### config.mk
export PLATFORM = sky130hd
export DESIGN_NAME = cache_port_arbiter
export DESIGN_NICKNAME = d
export VERILOG_FILES = /design/src/rtl/cache_port_arbiter.sv
export SDC_FILE = /design/constraint.sdc
export NUM_CORES = 1
export LEC_CHECK = 0
export ABC_CLOCK_PERIOD_IN_PS = 1900
export CAP_MARGIN = 25
export CORE_ASPECT_RATIO = 1.75
export CORE_MARGIN = 3
export CORE_UTILIZATION = 38
export CTS_CLUSTER_DIAMETER = 60
export CTS_CLUSTER_SIZE = 25
export DETAILED_ROUTE_END_ITERATION = 6
export GPL_TIMING_DRIVEN = 0
export HOLD_SLACK_MARGIN = 0.06
export PLACE_DENSITY = 0.77
export SYNTH_ARGS = -nofsm -noshare
export SYNTH_HDL_FRONTEND = slang
export SYNTH_SLANG_ARGS = --single-unit
### constraint.sdc
create_clock -name clk -period 1.9 [get_ports clk]
set_clock_uncertainty 0.1 [all_clocks]
set_input_delay 0.38 -clock clk [delete_from_list [all_inputs] [get_ports clk]]
set_output_delay 0.38 -clock clk [all_outputs]
set_load 0.02 [all_outputs]
### src/rtl/cache_port_arbiter.sv
// Round-robin arbiter sharing one cache read/write port between fetch (r0) and load/store (r1).
// Grant->ack: EN_CYCLES+RD_LAT+1 cycles for reads, EN_CYCLES+1 for writes; losers simply stay pending.
module cache_port_arbiter #(
  parameter int ADDR_W    = 17,
  parameter int DATA_W    = 32,
  parameter int EN_CYCLES = 2,
  parameter int RD_LAT    = 2
) (
  input  logic              clk,
  input  logic              rst_n,
  input  logic              r0_req,
  input  logic              r0_we,
  input  logic [ADDR_W-1:0] r0_addr,
  input  logic [DATA_W-1:0] r0_wdata,
  output logic              r0_ack,
  output logic [DATA_W-1:0] r0_rdata,
  input  logic              r1_req,
  input  logic              r1_we,
  input  logic [ADDR_W-1:0] r1_addr,
  input  logic [DATA_W-1:0] r1_wdata,
  output logic              r1_ack,
  output logic [DATA_W-1:0] r1_rdata,
  output logic              busy,
  output logic [ADDR_W-1:0] c_read_addr,
  output logic [ADDR_W-1:0] c_write_addr,
  output logic [DATA_W-1:0] c_write_data,
  output logic              c_read_enable,
  output logic              c_write_enable,
  input  logic [DATA_W-1:0] c_read_data
);

  typedef enum logic [1:0] {IDLE, ISSUE, WAIT, DONE} state_t;

  // Phase counter counts down to zero; each state loads (duration - 1) on entry.
  localparam logic [3:0] EN_LOAD   = 4'(EN_CYCLES - 1);
  localparam logic [3:0] WAIT_LOAD = 4'((RD_LAT > 0) ? (RD_LAT - 1) : 0);
  localparam bit         SKIP_WAIT = (RD_LAT == 0);

  state_t            state;
  logic [3:0]        phase;
  logic              last_grant;
  logic              cur_id;
  logic              cur_we;
  logic              pick;
  logic              pick_we;
  logic [ADDR_W-1:0] pick_addr;
  logic [DATA_W-1:0] pick_wdata;
  logic              enter_done;

  // r1 wins when it is alone, or on a tie when r0 held the last grant.
  always_comb begin
    pick       = r1_req && (!r0_req || !last_grant);
    pick_we    = pick ? r1_we    : r0_we;
    pick_addr  = pick ? r1_addr  : r0_addr;
    pick_wdata = pick ? r1_wdata : r0_wdata;
  end

  assign enter_done = (phase == 4'd0) &&
                      ((state == WAIT) || ((state == ISSUE) && (cur_we || SKIP_WAIT)));

  always_ff @(posedge clk) begin
    if (!rst_n) begin
      state          <= IDLE;
      phase          <= '0;
      last_grant     <= 1'b1;
      cur_id         <= 1'b0;
      cur_we         <= 1'b0;
      busy           <= 1'b0;
      c_read_enable  <= 1'b0;
      c_write_enable <= 1'b0;
      c_read_addr    <= '0;
      c_write_addr   <= '0;
      c_write_data   <= '0;
    end else begin
      unique case (state)
        IDLE: begin
          if (r0_req || r1_req) begin
            state      <= ISSUE;
            phase      <= EN_LOAD;
            busy       <= 1'b1;
            last_grant <= pick;
            cur_id     <= pick;
            cur_we     <= pick_we;
            if (pick_we) begin
              c_write_enable <= 1'b1;
              c_write_addr   <= pick_addr;
              c_write_data   <= pick_wdata;
            end else begin
              c_read_enable <= 1'b1;
              c_read_addr   <= pick_addr;
            end
          end
        end
        ISSUE: begin
          if (phase == 4'd0) begin
            c_read_enable  <= 1'b0;
            c_write_enable <= 1'b0;
            if (enter_done) begin
              state <= DONE;
              phase <= '0;
            end else begin
              state <= WAIT;
              phase <= WAIT_LOAD;
            end
          end else begin
            phase <= phase - 4'd1;
          end
        end
        WAIT: begin
          if (phase == 4'd0) begin
            state <= DONE;
            phase <= '0;
          end else begin
            phase <= phase - 4'd1;
          end
        end
        DONE: begin
          state <= IDLE;
          phase <= '0;
          busy  <= 1'b0;
        end
        default: state <= IDLE;
      endcase
    end
  end

  // Acks and read data are registered on the edge entering DONE.
  always_ff @(posedge clk) begin
    if (!rst_n) begin
      r0_ack   <= 1'b0;
      r1_ack   <= 1'b0;
      r0_rdata <= '0;
      r1_rdata <= '0;
    end else begin
      r0_ack <= enter_done && !cur_id;
      r1_ack <= enter_done &&  cur_id;
      if (enter_done && !cur_we) begin
        if (cur_id) r1_rdata <= c_read_data;
        else        r0_rdata <= c_read_data;
      end
    end
  end

endmodule

==> out/metrics.csv <==
stage;metric;value;unit
synth;Synth warnings;0;
worst_setup_path;Critical Path Slowest Stage Cell;clkdlybuf4s50_1;
clocking;Root Buffer;clkbuf_16;
sta;final critical-path required period;1.874;ns
hold_path;Hold Path Depth;2;
synth;Syn Area/Cell;8.836;sq um
detailed_routing;via count;6154;
worst_setup_path;Arr. time, crit path;1.39;ns
detailed_routing;DR DRC count;0;
worst_setup_path;reg2reg end;c_write_data[19];
power;Int Pwr;7.790;mW
detailed_routing;met3 WL;1.275;mm
placed_design;Inst Count DP;1144;
worst_setup_path;kind of critical path;register to output port;
global_routing;first-pass GRT wire length;31.56;mm
global_routing;vias in the first global route;6062;
global_routing;GRT Resource Usage Total;22.77;%
detailed_routing;iteration-0 DRC count of the detailed router;155;
detailed_routing;DR WL met2;11.22;mm
global_routing;initial antenna violation count;1;
synth;Synth Register Bits;144;
hold_path;HP Class;primary input to register;
sta;Slew Viols, Final;0;
worst_setup_path;Critical R2R Launch;state[0];
layout;Finished Cell Area;10080;sq um
worst_setup_path;CP Launch Type;register;
placed_design;Post-DP HPWL;15.50;mm
layout;layout filler cell count;1298;
die;core footprint;15540;sq um
sta;final period utilization;98.64;%
run;Max-cap violations;0;
power;sequential share of power;32.7;%
detailed_routing;1st-pass router iterations;4;
clocking;worst skew pair latency;0.42;ns
synth;ys async rst share;0;%
worst_setup_path;crit path cell chain;clkdlybuf4s50_1;
layout;non-filler instance count after layout;1205;
worst_setup_path;Req. time, crit path;1.42;ns
worst_setup_path;FF-to-FF path depth;9;
synth;register area share after synthesis;47.28;%
clocking;Sink Count;144;
die;Die Area;17660;sq um
power;Sw Share;35.24;%
placed_design;IO buf count;268;
worst_setup_path;crit-path leading delay family;buffers and inverters;
die;Cell Rows;60;
sta;Final Hold Vio Count;0;
synth;Yosys cell types;43;
power;Max VDD drop;0.0006966;V
die;Die Y;173.6;um
worst_setup_path;critical path buffer and inverter count;1;
clocking;Reg clk slew, reported paths;0.07;ns
die;chip width;101.8;um
layout;nets;1148;
power;Static Leak;4.056;nW
sta;Tightest Pin Transition;0.7705;ns
clocking;H-Tree Depth;4;
clocking;Max clock buf depth;2;
power;Logic pwr share;39.7;%
synth;number of enable flip-flop cells after synthesis;0;
worst_setup_path;CP max stage delay;0.64;ns
detailed_routing;Antenna Nets Post-Route;0;
outcome;status;complete, no violations;
power;Psw;4.239;mW
worst_setup_path;r2r setup slk;0.06;ns
die;Initial Util;39.24;%
clocking;TritonCTS buffer count;17;
layout;Area Overhead vs Synth;65.32;%
synth;Synth Cell Area;6097;sq um
detailed_routing;DR vias/cell;5.107;
detailed_routing;Top Metal Used;met4;
placed_design;GPL Wtd Cong;0.8094;
power;clock power share;27.6;%
sta;Final WS setup;0.02578;ns
placed_design;placed cell areas;9012;sq um
synth;Synth Net Count;833;
clocking;CTS tree;built;
worst_setup_path;critical path depth;1;
die;# IOs;271;
hold_path;WHS Endpoint;last_grant;
hold_path;Worst Hold Launch;rst_n;
sta;Final setup viols;0;
placed_design;DP Worst Slack;-0.8081;ns
sta;Rel. slew slack;48.63;%
global_routing;total grt overflow;0;
worst_setup_path;CP endpoint kind;output port;
layout;layout cells sized above 1;16.50;%
sta;hold slack;0.1554;ns
global_routing;largest net degree at the start of global routing;17;
detailed_routing;Post-Route WL;20.60;mm
synth;synthesized instance count;690;
sta;Max Freq;0.5336;GHz
worst_setup_path;worst-path fanout max;2;
detailed_routing;post-DR wirelength/cell;17.10;um
detailed_routing;WL met1;7.440;mm
synth;dominant synthesized flop cell;dfxtp_1;
power;PD cells;1193;nW/um^2
power;total power;12.03;mW
worst max path at each step:
stage | from | endpoint | slack [ns]
after global placement | r1_req | c_write_data[30] | -0.81
after CTS | phase[0] | r0_rdata[27] | -0.003
after floorplan | state[0] | state[1] | 0.005
after detailed placement | r1_req | c_write_data[30] | -0.81
after global routing | state[0] | c_write_data[19] | -0.008
final | r1_rdata[9] | r1_rdata[9] | 0.03
final cells by class:
| cell class | count | area [sq um] | share of cell area (%) |
|---|---|---|---|
| Inverter | 10 | 42.54 | 0.4220 |
| Sequential cell | 144 | 2893 | 28.70 |
| Buffer | 54 | 400.4 | 3.972 |
| Tap cell | 186 | 232.7 | 2.309 |
| Multi-Input combinational cell | 481 | 2943 | 29.20 |
| Clock buffer | 18 | 439.2 | 4.357 |
| Timing Repair Buffer | 297 | 2977 | 29.53 |
| Clock inverter | 14 | 150.1 | 1.490 |
| Antenna cell | 1 | 2.502 | 0.02483 |
cells in the mapped netlist, drive strengths merged (6+ instances only):
cell type	n	area share, %
a211oi	35	5.2
a21oi	70	5.7
a311oi	33	8.0
buf	28	3.6
clkbuf	27	1.7
dfxtp	144	47
ha	7	1.4
inv	10	0.62
mux2i	19	3.1
nand2	198	12
nand3	6	0.49
nor2	56	3.4
nor3	22	2.0
o21ai	6	0.55
registers in the layout (all words and copies together), names as in the netlist:
| signal | count |
|---|---|
| phase | 4 |
| last_grant | 1 |
| c_write_enable | 1 |
| r0_rdata | 32 |
| state | 2 |
| c_write_addr | 17 |
| c_read_enable | 1 |
| cur_we | 1 |
| cur_id | 1 |
| c_write_data | 32 |
| r1_ack | 1 |
| r1_rdata | 32 |
| busy | 1 |
| c_read_addr | 17 |
| r0_ack | 1 |
power by group through the flow:
stage,clock (mW),combinational (mW),sequential [mW]
detailed placement,0,4.31,3.97
global placement,0,4.27,3.95
floorplan,0,1.90,4.55
finish,3.32,4.78,3.93
global route,3.49,5.14,4.00
CTS,3.39,4.45,3.92
metrics by stage:
step | utilization [%] | setup TNS, ns
3_5_place_dp | 58.00 | -47.02
6_report | 64.86 | 0
2_1_floorplan | - | 0
3_3_place_gp | 58.00 | -45.54
5_1_grt | 64.86 | -0.01717
4_1_cts | 62.54 | -0.002917
layout by cell type (no fill, tap or decap), types with 16 or more instances in the layout:
| cell | count |
|---|---|
| nor3_1 | 20 |
| clkbuf_16 | 18 |
| nor2_1 | 56 |
| a211oi_2 | 16 |
| clkdlybuf4s50_1 | 239 |
| dlymetal6s2s_1 | 23 |
| nand2_1 | 197 |
| a211oi_1 | 19 |
| a311oi_2 | 32 |
| dfxtp_1 | 140 |
| clkbuf_1 | 20 |
| mux2i_1 | 19 |
| buf_4 | 29 |
| a21oi_1 | 69 |
metal layers:
metal,vias up,global-route usage [%]
met3,34,6.041
li1,3019,-
met5,-,0
met4,0,8.930
met2,227,42.27
met1,2874,23.49
what timing repair did:
item                                    CTS  global route
setup buffers                            11            16
pin swaps                                 3            10
hold buffers                              0             0
cloned                                    0             2
resized for setup                        28            75
endpoints found under the setup margin  142           149
cells by family after synthesis:
kind of cell	after synthesis	share of synthesized area (%)
AO/OA/AOI/OAI	156	21.40
adder cells (fa/ha/maj)	7	1.436
buffers and inverters	65	5.890
flip-flops	144	47.28
multiplexers	19	3.119
AND/OR/NAND/NOR	299	20.87
Power figures use the tool's default switching activity.
